$ cat src/rtl/turn_sequencer.sv
// Turn controller for the two-player 4x4 line game: cursor, claims, win/draw detection.
// Optional per-turn time limit is compiled in with `define TURN_TIMEOUT_EN.
module turn_sequencer #(
  parameter int unsigned TIMEOUT_CYCLES = 32'd25_000_000
) (
  input  logic        clk,
  input  logic        rst,
  input  logic        move,
  input  logic        select,
  output logic [31:0] board,
  output logic [3:0]  cursor,
  output logic        player,
  output logic [1:0]  state,
  output logic [4:0]  moves,
  output logic [1:0]  winner,
  output logic        err,
  output logic        timeout
);

  typedef enum logic [1:0] {
    PLAY  = 2'b00,
    CHECK = 2'b01,
    WIN   = 2'b10,
    DRAW  = 2'b11
  } state_t;

  state_t      state_r, state_nxt_s;
  logic [31:0] board_r, board_nxt_s;
  logic [3:0]  cursor_r, cursor_nxt_s;
  logic        player_r, player_nxt_s;
  logic [4:0]  moves_r, moves_nxt_s;
  logic [1:0]  winner_r, winner_nxt_s;
  logic        err_r, err_nxt_s;
  logic        timeout_r, timeout_nxt_s;
  logic        move_q_r, select_q_r;
  logic        move_edge_s, sel_edge_s;
  logic [1:0]  cell_s, mover_code_s;
  logic        expiry_s;

  // True when any row, column or diagonal is fully owned by code.
  function automatic logic line_won(input logic [31:0] b, input logic [1:0] code);
    logic hit;
    hit = 1'b0;
    for (int r = 0; r < 4; r++) begin
      hit = hit | (b[8*r +: 8] == {4{code}});
    end
    for (int c = 0; c < 4; c++) begin
      hit = hit | ((b[2*c +: 2] == code) && (b[2*c+8 +: 2] == code) &&
                   (b[2*c+16 +: 2] == code) && (b[2*c+24 +: 2] == code));
    end
    hit = hit | ((b[1:0] == code) && (b[11:10] == code) &&
                 (b[21:20] == code) && (b[31:30] == code));
    hit = hit | ((b[7:6] == code) && (b[13:12] == code) &&
                 (b[19:18] == code) && (b[25:24] == code));
    return hit;
  endfunction

  assign move_edge_s  = move & ~move_q_r;
  assign sel_edge_s   = select & ~select_q_r;
  assign cell_s       = board_r[{cursor_r, 1'b0} +: 2];
  assign mover_code_s = player_r ? 2'b10 : 2'b01;

`ifdef TURN_TIMEOUT_EN
  localparam int unsigned CNT_W = $clog2(TIMEOUT_CYCLES + 1);

  logic [CNT_W-1:0] tcnt_r, tcnt_nxt_s;

  // Turn timer: runs only in PLAY, so every entry into PLAY starts from zero.
  always_comb begin
    expiry_s   = 1'b0;
    tcnt_nxt_s = '0;
    if (state_r == PLAY) begin
      expiry_s = ~sel_edge_s && (tcnt_r == CNT_W'(TIMEOUT_CYCLES - 1));
      if (expiry_s) begin
        tcnt_nxt_s = '0;
      end else begin
        tcnt_nxt_s = tcnt_r + CNT_W'(1);
      end
    end else begin
      tcnt_nxt_s = '0;
    end
  end

  // Turn timer register.
  always_ff @(posedge clk or negedge rst) begin
    if (!rst) begin
      tcnt_r <= '0;
    end else begin
      tcnt_r <= tcnt_nxt_s;
    end
  end
`else
  assign expiry_s = 1'b0;
`endif

  // Next-state and next-output logic for the game FSM.
  always_comb begin
    state_nxt_s   = state_r;
    board_nxt_s   = board_r;
    cursor_nxt_s  = cursor_r;
    player_nxt_s  = player_r;
    moves_nxt_s   = moves_r;
    winner_nxt_s  = winner_r;
    err_nxt_s     = 1'b0;
    timeout_nxt_s = 1'b0;
    case (state_r)
      PLAY: begin
        // Select outranks move; a move edge in the same cycle is dropped.
        if (sel_edge_s) begin
          if (cell_s == 2'b00) begin
            board_nxt_s[{cursor_r, 1'b0} +: 2] = mover_code_s;
            moves_nxt_s = moves_r + 5'd1;
            state_nxt_s = CHECK;
          end else begin
            err_nxt_s = 1'b1;
          end
        end else if (move_edge_s) begin
          cursor_nxt_s = cursor_r + 4'd1;
        end else begin
          cursor_nxt_s = cursor_r;
        end
        if (expiry_s) begin
          player_nxt_s  = ~player_r;
          timeout_nxt_s = 1'b1;
        end else begin
          player_nxt_s  = player_r;
        end
      end
      CHECK: begin
        if (line_won(board_r, mover_code_s)) begin
          state_nxt_s  = WIN;
          winner_nxt_s = mover_code_s;
        end else if (moves_r == 5'd16) begin
          state_nxt_s = DRAW;
        end else begin
          state_nxt_s  = PLAY;
          player_nxt_s = ~player_r;
        end
      end
      WIN, DRAW: begin
        if (sel_edge_s) begin
          state_nxt_s  = PLAY;
          board_nxt_s  = 32'd0;
          cursor_nxt_s = 4'd0;
          player_nxt_s = 1'b0;
          moves_nxt_s  = 5'd0;
          winner_nxt_s = 2'b00;
        end else begin
          state_nxt_s = state_r;
        end
      end
      default: begin
        state_nxt_s = PLAY;
      end
    endcase
  end

  // Game state registers and input edge-detect copies.
  always_ff @(posedge clk or negedge rst) begin
    if (!rst) begin
      state_r    <= PLAY;
      board_r    <= 32'd0;
      cursor_r   <= 4'd0;
      player_r   <= 1'b0;
      moves_r    <= 5'd0;
      winner_r   <= 2'b00;
      err_r      <= 1'b0;
      timeout_r  <= 1'b0;
      move_q_r   <= 1'b0;
      select_q_r <= 1'b0;
    end else begin
      state_r    <= state_nxt_s;
      board_r    <= board_nxt_s;
      cursor_r   <= cursor_nxt_s;
      player_r   <= player_nxt_s;
      moves_r    <= moves_nxt_s;
      winner_r   <= winner_nxt_s;
      err_r      <= err_nxt_s;
      timeout_r  <= timeout_nxt_s;
      move_q_r   <= move;
      select_q_r <= select;
    end
  end

  assign board   = board_r;
  assign cursor  = cursor_r;
  assign player  = player_r;
  assign state   = state_r;
  assign moves   = moves_r;
  assign winner  = winner_r;
  assign err     = err_r;
  assign timeout = timeout_r;

endmodule

$ cat config.mk
export PLATFORM = sky130hd
export DESIGN_NAME = turn_sequencer
export DESIGN_NICKNAME = d
export VERILOG_FILES = /design/src/rtl/turn_sequencer.sv
export SDC_FILE = /design/constraint.sdc
export NUM_CORES = 1
export LEC_CHECK = 0
export BUFFER_PORTS_ARGS = -buffer_cell sky130_fd_sc_hd__buf_2
export CORE_MARGIN = 10
export CORE_UTILIZATION = 57
export CTS_CLUSTER_SIZE = 20
export DETAILED_ROUTE_END_ITERATION = 10
export PLACE_DENSITY_LB_ADDON = 0.2
export REMOVE_ABC_BUFFERS = 1
export SLEW_MARGIN = 20
export SYNTH_ARGS = -nofsm -noshare
export SYNTH_HDL_FRONTEND = slang
export SYNTH_SLANG_ARGS = --single-unit
$ cat constraint.sdc
create_clock -name clk -period 2.5 [get_ports clk]
set_input_delay 0.375 -clock clk [delete_from_list [all_inputs] [get_ports clk]]
set_output_delay 0.375 -clock clk [all_outputs]
set_load 0.05 [all_outputs]
* Yosys cells after proc, flatten, opt, wreduce, memory -nomap -nowiden
Index checks and enable logic that the tools add are counted.
Storage, ports and cells: bits of input ports 4, bits in registers 49, memories kept 0, bits in writable memories 0, bits in latches 0, output and inout bits 48, ROM bits 0, word-level logic and storage cells 119
Operators by class: muxes and demuxes 29, bitwise gates (word level) 15, equality and inequality tests 32, order comparisons 0, shift operators 3, multiply operators 0, divide/modulo/power cells 0, reductions and logical operators 28, add/subtract/negate cells 3
Operator list (number):
- $mux 32 | 3
- $pmux 32 s2 | 1
- $bwmux 32 | 1
- $eq 2x2->1 | 16
- $eq 8x8->1 | 4
- $shift 2x7->32 const A | 1
- $shiftx 2x7->32 | 1
- $shiftx 32x6->2 | 1
- $logic_and 1x1->1 | 18
- $ne 2x2->1 const B | 8
- $mux 5 | 3
- $mux 2 | 7
- $mux 4 | 3
- $reduce_and 4->1 | 3
- $pmux 5 s2 | 1
- $or 1x1->1 | 9
- $pmux 4 s2 | 1
- $neg 5->7 | 1
- $mux 1 | 6
- $pmux 2 s3 | 1
- $reduce_and 3->1 | 2
- $add 5x1->5 const B | 1
- $eq 5x5->1 const B | 1
- $add 4x1->4 const B | 1
- other kinds (9) | 16

* Depth between registers and ports, before layout
Gate-level depths: netlist of run 1.
depth in word-level cells 13, mapped depth 10, depth with buffers taken out 8

* Worst setup path before layout of run 1
Ideal clock, no wire load.
path kind register to register, from register cursor_r[1], in the netlist cursor[1], to register board_r[5], in the netlist board[5], slack -35 ps, setup time 80 ps, data arrival time 2455 ps, required time 2420 ps, period minus slack after synthesis 2535 ps, buffers on the path 2, cell stages (with the launch flop) 9, cell sequence dfrtp_1 -> buf_6 -> nor3_1 -> o22ai_1 -> a211oi_2 -> or4b_4 -> buf_6 -> nor3b_4 -> mux2i_1
Between the ends: longest elaborated chain between the ends 6, elaborated cells on any way between the ends 11, those cells by class add/sub: 1; eq/ne: 1; shift: 3; mux: 4; reduce/logical: 2
Ends and longest elaborated chain:
- from (decl) | RTL line 29 | logic [3:0] cursor_r, cursor_nxt_s;
- from (signal assigned) | RTL line 174 | cursor_r <= cursor_nxt_s;
- $neg 5->7 | RTL line 111 | board_nxt_s[{cursor_r, 1'b0} +: 2] = mover_code_s;
- $shiftx 2x7->32 / $shift 2x7->32 (equally long branches) | RTL line 111
- $bwmux 32 | RTL line 111
- $mux 32 | RTL line 110 | if (cell_s == 2'b00) begin
- $mux 32 | RTL line 109 | if (sel_edge_s) begin
- $pmux 32 s2 | RTL line 106 | case (state_r)
- to (signal assigned) | RTL line 173 | board_r <= board_nxt_s;
- to (decl) | RTL line 28 | logic [31:0] board_r, board_nxt_s;
Parallel ways exist; a longest one is shown, timed or not. The select of a mux whose other input is x is not followed. A chain may end at the register's enable or synchronous reset.

* Worst setup path after layout of run 1
from register player_r, in the netlist player, to register winner_r[0], in the netlist winner[0]
Between the ends: longest elaborated chain between the ends 13, elaborated cells on any way between the ends 52, those cells by class eq/ne: 21; mux: 3; bitwise: 9; reduce/logical: 19
Ends and longest elaborated chain:
- from (decl) | RTL line 30 | logic player_r, player_nxt_s;
- from (signal assigned) | RTL line 175 | player_r <= player_nxt_s;
- $mux 2 (*) | RTL line 61 | assign mover_code_s = player_r ? 2'b10 : 2'b01;
- $eq 8x8->1, or another cell as far along | RTL line 45 | hit = hit | (b[8*r +: 8] == {4{code}});
- $or 1x1->1 / $logic_and 1x1->1 (equally long branches) (2 in a row) | RTL line 45, 48
- $or 1x1->1 / $logic_and 1x1->1 (equally long branches) | RTL line 45, 49
- $or 1x1->1 (4 in a row) | RTL line 48 | hit = hit | ((b[2*c +: 2] == code) && (b[2*c+8 +: 2] == code) &&
- $or 1x1->1 | RTL line 51 | hit = hit | ((b[1:0] == code) && (b[11:10] == code) &&
- $or 1x1->1 | RTL line 53 | hit = hit | ((b[7:6] == code) && (b[13:12] == code) &&
- $ne 2x2->1 (no line)
- $reduce_and 3->1 (no line)
- to (signal assigned) | RTL line 177 | winner_r <= winner_nxt_s;
- to (decl) | RTL line 32 | logic [1:0] winner_r, winner_nxt_s;
Mark *: on every way between the ends. The rest lies on a longest branch, timed or not. The select of a mux whose other input is x is not followed.

==> flow_metrics.env, run 1 <==
export IMPL_netlist_instances=352
export IMPL_relSlewSlack=0.408
export IMPL_critPathCaptureType="flop"
export IMPL_dr_wl_met3_um=681
export IMPL_dp_cells=471
export IMPL_ys_flop_type="dfrtp_1"
export IMPL_port_buffers=50
export IMPL_critical_path_top_delay_family="simple AND/OR/NAND/NOR gates"
export IMPL_die_y_um=94.6
export IMPL_synth_edf_count=0
export IMPL_dr_first_iter_drc_count=312
export IMPL_drt_met1_wl_um=3810
export IMPL_root_buffer="clkbuf_8"
export IMPL_rows=27
export IMPL_status="completed"
export IMPL_reg2reg_slack_ps=150
export IMPL_pwr_density_cell_mw_per_mm2=1370
export IMPL_ios=52
export IMPL_worstSetupPathType="flop to flop"
export IMPL_worstPathRequired_ps=2680
export IMPL_setup_viol=0
export IMPL_fp_dieW_um=94.6
export IMPL_drt_wirelength_per_cell_um=18.6
export IMPL_antenna_left=0
export IMPL_startpoint_type="flop"
export IMPL_crit_chain="or3b_2 -> o22ai_1 -> a22oi_1 -> and4_1 -> and2_1 -> o311ai_0"
export IMPL_grt_pass1_vias=2878
export IMPL_routed_wl_um=8960
export IMPL_leakage_uw=0.00166
export IMPL_drt_pre_antenna_iters=5
export IMPL_synth_area_per_cell_um2=9.02
export IMPL_yosys_warnings=0
export IMPL_diodes=0
export IMPL_timing_fmax_ghz=0.426
export IMPL_yosysUniqueCellTypes=57
export IMPL_clk_pin_slew_ps=80
export IMPL_clk_path_buf_depth=2
export IMPL_fin_cells=481
export IMPL_fin_util=0.668
export IMPL_seq_area_mm2=0.00123
export IMPL_irDropWorstVdd_v=0.000703
export IMPL_crit_fanout=16
export IMPL_post_route_min_period_ps=2350
export IMPL_syn_to_final_growth_pct=15.2
export IMPL_fin_nets=419
export IMPL_pre_cts_ws_ps=130
export IMPL_clock_sinks=49
export IMPL_critPathArrivalTime_ps=2530
export IMPL_netlist_area_mm2=0.00318
export IMPL_cap_violations=0
export IMPL_async_flop_share=1.00
export IMPL_grt_use_total=0.201
export IMPL_core_region_area_mm2=0.00547
export IMPL_seq_area_frac_synth=0.386
export IMPL_setup_ws_ps=150
export IMPL_cpPeakStageDelay_ps=570
export IMPL_ff2ff_path_depth=6
export IMPL_ys_ff_latch=49
export IMPL_finalClockSkew_ps=5.28
export IMPL_die_area_mm2=0.00896
export IMPL_holdCritStartpoint="move"
export IMPL_timing_rr_end="winner[0]"
export IMPL_cp_slowest_cell="dfrtp_1"
export IMPL_grt_pass1_wl_um=14600
export IMPL_cts_tree="done"
export IMPL_cp_num_buf_inv=0
export IMPL_start_util=0.580
export IMPL_drv_slew=0
export IMPL_fin_setup_tns_ps=0
export IMPL_reg2reg_from="player"
export IMPL_gp_routability_congestion=1.05
export IMPL_gr_total_overflow=0
export IMPL_dr_total_vias=3011
export IMPL_period_share=0.940
export IMPL_multi_input_area_mm2=0.00184
export IMPL_hold_viol_final=0
export IMPL_clock_latency_ps=300
export IMPL_dp_hpwl_um=6810
export IMPL_n_fill_cell=481
export IMPL_wl_met2_um=4320
export IMPL_vias_per_cell=6.26
export IMPL_hp_class="primary input to flop"
export IMPL_highest_layer="met4"
export IMPL_drc=0
export IMPL_tightest_slew_ps=886
export IMPL_cts_made_buffers=5
export IMPL_drive_gt1_frac=0.240
export IMPL_cts_max_level=2
export IMPL_hold_end="move_q_r"
export IMPL_whs_path_depth=1
export IMPL_grt_max_degree=25
export IMPL_antenna_found_initial=0
-- worst max path at each step --
| stage | start | to | slack, ps | cells past startpoint |
|---|---|---|---|---|
| floorplan | cursor[0] | board[21] | -520 | 6 |
| global placement | cursor[1] | board[9] | 170 | 6 |
| finish | player | winner[0] | 150 | 6 |
| detailed placement | cursor[1] | board[9] | 130 | 6 |
| CTS | cursor[1] | board[9] | 110 | 6 |
| global route | cursor[0] | board[8] | -7 | 6 |
-- power breakdown --
part           switching, uW  internal, uW
sequential               412          1050
clock                    258           220
combinational           2080           977
-- cell families (layout without fill, tap and decap cells) --
logic type / count (synthesis) / after routing / synth area share
compound gates: 66 / 66 / 0.157
simple gates: 180 / 180 / 0.307
fa+ha+maj: 6 / 6 / 0.0236
xor+xnor: 3 / 3 / 0.00828
other cells: 1 / 1 / 0.00118
flops: 49 / 49 / 0.386
buf+inv: 26 / 83 / 0.0386
mux: 21 / 21 / 0.0784
-- cell usage in the layout, fill, tap and decap left out, types with 8 or more instances in the layout --
cell and count:
nand3_1 8, nand2b_1 27, nand3b_1 10, o22ai_1 20, dfrtp_1 49, buf_2 50
nor2_1 38, buf_4 17, mux2i_1 17, nand2_1 48, nand4_1 10
-- what timing repair did --
| action | in CTS | in global routing |
|---|---|---|
| resized for setup | 0 | 3 |
| buffers inserted | 0 | 2 |
| endpoints found under the hold margin | 10 | 0 |
| setup endpoints to repair | 0 | 7 |
| hold buffers | 1 | 0 |
-- cells in the mapped netlist, types with 4 or more instances --
| master | instances | share of area |
|---|---|---|
| a22oi_1 | 4 | 0.0095 |
| a32o_1 | 6 | 0.019 |
| and3_1 | 5 | 0.0099 |
| buf_2 | 5 | 0.0079 |
| clkbuf_1 | 9 | 0.011 |
| dfrtp_1 | 49 | 0.39 |
| ha_1 | 6 | 0.024 |
| inv_1 | 5 | 0.0059 |
| mux2i_1 | 17 | 0.054 |
| nand2_1 | 48 | 0.057 |
| nand2b_1 | 27 | 0.053 |
| nand3_1 | 8 | 0.013 |
| nand3b_1 | 10 | 0.024 |
| nand4_1 | 10 | 0.020 |
| nor2_1 | 38 | 0.045 |
| nor2b_1 | 4 | 0.0079 |
| nor3_1 | 8 | 0.013 |
| o21ai_0 | 7 | 0.011 |
| o22ai_1 | 20 | 0.039 |
| o32ai_1 | 6 | 0.017 |
| or3b_2 | 7 | 0.019 |
-- layer usage --
layer	track usage	vias to the layer above
met4	0.0574	0
met3	0.0309	18
met1	0.267	1460
li1	-	1401
met5	0	-
met2	0.332	132
-- through the flow --
step	total power (uW)	hold slack (ps)	area, um2
4_1_cts	4940	189	3630
5_1_grt	5300	187	3660
6_report	5000	191	3660
3_3_place_gp	4430	256	3540
2_1_floorplan	3590	79.4	3080
3_5_place_dp	4460	270	3540
-- flip-flops by register name (all words and copies together) (netlist names) --
register,flops
board,32
move_q_r,1
moves,5
winner,2
select_q_r,1
state,2
err,1
cursor,4
player,1
-- final cells by class --
cell class                      count  area share
Multi-Input combinational cell    277       0.502
Sequential cell                    49       0.335
Tap cell                           72      0.0246
Inverter                            8     0.00821
Clock buffer                        7      0.0236
Timing Repair Buffer               68       0.106
(Power assumes the default switching activity.)
==> inputs of run 2 (changes only) <==
--- a/config.mk
+++ b/config.mk
@@ -5,12 +5,12 @@
 export SDC_FILE = /design/constraint.sdc
 export NUM_CORES = 1
 export LEC_CHECK = 0
-export BUFFER_PORTS_ARGS = -buffer_cell sky130_fd_sc_hd__buf_2
+export BUFFER_PORTS_ARGS = -buffer_cell sky130_fd_sc_hd__buf_4
 export CORE_MARGIN = 10
 export CORE_UTILIZATION = 57
 export CTS_CLUSTER_SIZE = 20
 export DETAILED_ROUTE_END_ITERATION = 10
-export PLACE_DENSITY_LB_ADDON = 0.2
+export PLACE_DENSITY_LB_ADDON = 0.05
 export REMOVE_ABC_BUFFERS = 1
 export SLEW_MARGIN = 20
 export SYNTH_ARGS = -nofsm -noshare
==> run 2 against run 1 <==
  * First-iteration DRC count decreased by 13%
  * Largest power group unchanged
  * Hold slack got worse by 120 ps
  * Total power increased by 4.9%
  * Sequential power about the same
  * Largest cell class unchanged
  * Clock power increased by 6.5%
  * Global-route usage increased by 0.34 points
  * Sequential share of layout area decreased by 1.4 points
  * Cell area increased by 4.4%
==> flow_metrics.env, run 2 (same netlist as run 1, synthesis figures left out) <==
export IMPL_status="completed"
export IMPL_critPathArrivalTime_ps=2570
export IMPL_hold_viol_final=0
export IMPL_syn_to_final_growth_pct=20.3
export IMPL_seq_area_mm2=0.00123
export IMPL_grt_setup_unrepaired="no"
export IMPL_ff2ff_path_depth=6
export IMPL_final_cell_mix="buf_4 (70), dfrtp_1 (49), nand2_1 (48)"
export IMPL_grt_pass1_wl_um=14700
export IMPL_worstSetupPathType="flop to flop"
export IMPL_routed_wl_um=8980
export IMPL_leakage_uw=0.00171
export IMPL_cts_tree="done"
export IMPL_timing_fmax_ghz=0.422
export IMPL_die_area_mm2=0.00896
export IMPL_port_buffers=50
export IMPL_n_fill_cell=469
export IMPL_die_y_um=94.6
export IMPL_setup_viol=0
export IMPL_startpoint_type="flop"
export IMPL_reg2reg_slack_ps=130
export IMPL_clock_sinks=49
export IMPL_cp_num_buf_inv=1
export IMPL_grt_use_total=0.205
export IMPL_clk_pin_slew_ps=80
export IMPL_pwr_density_cell_mw_per_mm2=1370
export IMPL_dp_hpwl_um=6880
export IMPL_dr_total_vias=3052
export IMPL_hp_class="primary input to asynchronous set/reset pin"
export IMPL_rows=27
export IMPL_dr_first_iter_drc_count=271
export IMPL_crit_fanout=7
export IMPL_irDropWorstVdd_v=0.000986
export IMPL_clock_latency_ps=310
export IMPL_relSlewSlack=0.579
export IMPL_fin_nets=421
export IMPL_finalClockSkew_ps=2.54
export IMPL_antenna_left=0
export IMPL_placed_area_mm2=0.00368
export IMPL_largest_reg_flops=32
export IMPL_crit_start="cursor[0]"
export IMPL_drv_slew=0
export IMPL_cts_made_buffers=5
export IMPL_critPathCaptureType="flop"
export IMPL_grt_max_degree=50
export IMPL_timing_rr_end="board[7]"
export IMPL_root_buffer="clkbuf_8"
export IMPL_drt_wirelength_per_cell_um=18.6
export IMPL_reg2reg_from="cursor[0]"
export IMPL_tightest_slew_ps=629
export IMPL_fin_setup_tns_ps=0
export IMPL_final_common_cell="buf_4"
export IMPL_fin_area_mm2=0.00382
export IMPL_diodes=0
export IMPL_period_share=0.948
export IMPL_clk_path_buf_depth=2
export IMPL_worstPathRequired_ps=2700
export IMPL_antenna_found_initial=0
export IMPL_drive_gt1_frac=0.250
export IMPL_grt_pass1_vias=2944
export IMPL_fp_dieW_um=94.6
export IMPL_ios=52
export IMPL_drt_pre_antenna_iters=5
export IMPL_gp_routability_congestion=0.939
export IMPL_multi_input_area_mm2=0.00185
export IMPL_start_util=0.580
export IMPL_core_region_area_mm2=0.00547
export IMPL_vias_per_cell=6.31
export IMPL_cts_max_level=2
export IMPL_critical_path_top_delay_family="compound AO/OA/AOI/OAI gates"
export IMPL_post_route_min_period_ps=2370
export IMPL_cp_slowest_cell="mux4_2"
export IMPL_gr_total_overflow=0
export IMPL_crit_chain="mux4_2 -> o32ai_2 -> or4b_4 -> buf_4 -> a211oi_1 -> a31o_2"
export IMPL_cap_violations=0
export IMPL_drc=0
export IMPL_cpPeakStageDelay_ps=600
export IMPL_hold_buffers=0
==> run 2: cell count changes in the layout (fill, tap and decap cells not counted), sizes merged <==
| cell | change |
|---|---|
| buf | +3 |
| clkinv | +1 |
| dlygate4sd3 | -1 |
==> run 2: what timing repair did <==
item,in CTS,in global routing
buffers inserted,0,2
resized for setup,0,3
setup endpoints to repair,0,14
==> run 2: report_power, final <==
group | internal, uW | leakage, uW | switching, uW | total, uW
clock | 250 | 0.0000542 | 259 | 509
sequential | 1050 | 0.000633 | 427 | 1470
combinational | 1150 | 0.00102 | 2110 | 3260
==> run 2: per-layer routing <==
layer,GRT usage,vias up,routed length [um]
met5,0,-,0
met2,0.342,151,4350
met3,0.0476,21,710
li1,-,1403,-
met1,0.258,1477,3770
met4,0.0623,0,151
==> run 2: area by class of cell <==
| class | count | area share |
|---|---|---|
| clock buffer | 7 | 0.0252 |
| clock inverter | 1 | 0.00131 |
| inverter | 8 | 0.00786 |
| multi-input combinational | 277 | 0.483 |
| sequential | 49 | 0.321 |
| tap | 72 | 0.0236 |
| timing repair buffer | 70 | 0.138 |
==> run 2: worst max-delay path by stage <==
stage                      to  slack (ps)  cells past startpoint
CTS                 board[20]          60                      7
detailed placement  board[15]          80                      7
global placement    board[15]         170                      7
finish               board[7]         130                      6
global route         board[9]           8                      6
floorplan           board[21]        -520                      6
==> run 2: stage by stage <==
stage           util  instances  setup WS [ps]  hold slack, ps  total power (uW)
6_report       0.698        484            130            66.8              5240
5_1_grt        0.698        484           7.68             136              5540
4_1_cts        0.692        482           58.1             112              5170
3_5_place_dp   0.673        474           78.0             440              4660
3_3_place_gp   0.673        474            169             431              4610
2_1_floorplan      -        334           -517            79.4              3590
==> inputs of run 3 (changes only) <==
--- a/config.mk
+++ b/config.mk
@@ -5,7 +5,9 @@
 export SDC_FILE = /design/constraint.sdc
 export NUM_CORES = 1
 export LEC_CHECK = 0
+export ABC_AREA = 1
 export BUFFER_PORTS_ARGS = -buffer_cell sky130_fd_sc_hd__buf_4
+export CORE_ASPECT_RATIO = 1.75
 export CORE_MARGIN = 10
 export CORE_UTILIZATION = 57
 export CTS_CLUSTER_SIZE = 20
==> run 3 against run 2 <==
  * Total power is 2.9% higher
  * Clock power is 16% higher
  * Cell area is 1.2% higher
  * Die area is 5.8% higher
  * Count of clock-buffer cells in the layout stayed put
  * Utilization is 1.1 points lower
  * Setup slack better by 110 ps
  * Sequential power is 7% lower
  * Register-to-register slack better by 110 ps
  * Combinational power is 6% higher
  * Largest cell class unchanged
==> flow_metrics.env, run 3 <==
export IMPL_clock_sinks=49
export IMPL_fin_total_pwr_uw=5390
export IMPL_cap_violations=0
export IMPL_synth_top_area_share=0.366
export IMPL_yosysUniqueCellTypes=32
export IMPL_async_flop_share=1.00
export IMPL_start_util=0.596
export IMPL_vias_per_cell=5.37
export IMPL_critPathCaptureType="flop"
export IMPL_drt_pre_antenna_iters=5
export IMPL_post_route_min_period_ps=2260
export IMPL_fin_setup_tns_ps=0
export IMPL_grt_pass1_wl_um=16100
export IMPL_final_cell_mix="nand2_1 (180), nand3_1 (58), inv_1 (54), buf_4 (54), dfrtp_1 (49)"
export IMPL_antenna_left=0
export IMPL_dp_hpwl_um=7260
export IMPL_routed_wl_um=9620
export IMPL_pwr_density_cell_mw_per_mm2=1390
export IMPL_period_share=0.905
export IMPL_crit_path_frequent_cell="inv_1"
export IMPL_syn_to_final_growth_pct=15.3
export IMPL_hp_class="primary input to asynchronous set/reset pin"
export IMPL_fp_dieW_um=78.0
export IMPL_crit_fanout=10
export IMPL_dr_first_iter_drc_count=296
export IMPL_cpPeakStageDelay_ps=580
export IMPL_fin_nets=554
export IMPL_timing_fmax_ghz=0.442
export IMPL_cts_tree="done"
export IMPL_ios=52
export IMPL_hold_viol_final=0
export IMPL_grt_pass1_vias=3211
export IMPL_fin_util=0.687
export IMPL_critPathArrivalTime_ps=2520
export IMPL_leakage_uw=0.00203
export IMPL_ctsResizeCount=0
export IMPL_clk_path_buf_depth=2
export IMPL_drc=0
export IMPL_hold_buffers=0
export IMPL_synth_area_per_cell_um2=6.71
export IMPL_worstPathRequired_ps=2760
export IMPL_seq_area_frac_synth=0.366
export IMPL_root_buffer="clkbuf_8"
export IMPL_largest_reg_flops=32
export IMPL_diodes=0
export IMPL_cp_num_buf_inv=3
export IMPL_whs_ps=62.8
export IMPL_clock_latency_ps=320
export IMPL_ys_ff_latch=49
export IMPL_tightest_slew_ps=758
export IMPL_irDropWorstVdd_v=0.000938
export IMPL_ys_top_cells_by_count="nand2_1 (180), nand3_1 (58), inv_1 (54), dfrtp_1 (49), nor2_1 (43)"
export IMPL_yosys_warnings=0
export IMPL_clk_pin_slew_ps=90
export IMPL_gp_routability_congestion=0.953
export IMPL_drv_slew=0
export IMPL_port_buffers=50
export IMPL_cts_max_level=2
export IMPL_drt_wirelength_per_cell_um=15.5
export IMPL_synth_most_common_cell="nand2_1"
export IMPL_cts_setup_buffers=0
export IMPL_die_area_mm2=0.00947
export IMPL_dr_total_vias=3337
export IMPL_antenna_found_initial=0
export IMPL_worstSetupPathType="flop to flop"
export IMPL_critical_path_top_delay_family="simple AND/OR/NAND/NOR gates"
export IMPL_startpoint_type="flop"
export IMPL_core_region_area_mm2=0.00563
export IMPL_setup_viol=0
export IMPL_crit_chain="inv_2 -> ha_1 -> inv_1 -> nor2_1 -> inv_1 -> nor3_1 -> nand3_1 -> nand2_1"
export IMPL_gr_total_overflow=0
export IMPL_netlist_area_mm2=0.00335
export IMPL_yosys_area_top_type="dfrtp_1"
export IMPL_synth_edf_count=0
export IMPL_synth_area_leaders="dfrtp_1 (37%), nand2_1 (20%), nand3_1 (8.7%)"
export IMPL_status="completed"
export IMPL_netlist_instances=500
export IMPL_grt_max_degree=56
export IMPL_grt_use_total=0.211
export IMPL_final_common_cell="nand2_1"
export IMPL_ys_flop_type="dfrtp_1"
export IMPL_drive_gt1_frac=0.163
export IMPL_relSlewSlack=0.490
export IMPL_finalClockSkew_ps=5.80
export IMPL_cp_slowest_cell="dfrtp_1"
export IMPL_cts_made_buffers=5
export IMPL_grt_setup_unrepaired="no"
export IMPL_die_y_um=121
export IMPL_rows=36
## run 3: metrics by stage
step | cell area (um2) | cells | worst slack [ps]
after floorplan | 3220 | 482 | -43.8
after global placement | 3740 | 613 | 291
after detailed placement | 3740 | 613 | 292
after CTS | 3860 | 621 | 251
after global routing | 3870 | 621 | 16.0
final | 3870 | 621 | 236
## run 3: final cells by class
| class | count | area, um2 |
|---|---|---|
| clock buffers | 7 | 86.3 |
| clock inverters | 1 | 30.0 |
| fillers | 507 | 1760 |
| inverters | 57 | 216 |
| multi-input cells | 376 | 1790 |
| flip-flops and latches | 49 | 1230 |
| well taps | 76 | 95.1 |
| repair buffers | 55 | 425 |
## run 3: kinds of logic after synthesis
family	synth area share
fa+ha+maj	0.0224
simple gates	0.395
xor+xnor	0.0127
compound gates	0.0993
other cells	0.00112
buf+inv	0.104
flops	0.366
## run 3: worst paths after layout
kind,to,cells past startpoint,startpoint,slack [ps]
max reg2reg,board[2],8,cursor[1],240
min reg2reg,winner[0],2,winner[0],520
min,board[26],1,rst,60
max,board[2],8,cursor[1],240
max in group asynchronous,board[28],1,rst,2000
min in group clk,select_q_r,1,select,170
## run 3: power by group
part / switching [uW] / internal [uW] / total, uW
clock network: 264 / 326 / 591
registers: 335 / 1030 / 1370
logic: 2500 / 939 / 3440
## run 3: worst register-to-register path, stage by stage (launching register included)
cell and delay (ps):
dfrtp_1 580, inv_2 180, ha_1 450, inv_1 120, nor2_1 140, inv_1 80, nor3_1 440, nand3_1 140
nand2_1 90
## run 3: routing by layer
layer,vias to the layer above,GRT usage,share of wire
li1,1682,-,-
met1,1527,0.237,0.39
met2,109,0.376,0.52
met3,19,0.0438,0.058
met4,0,0.0867,0.028
met5,-,0,0
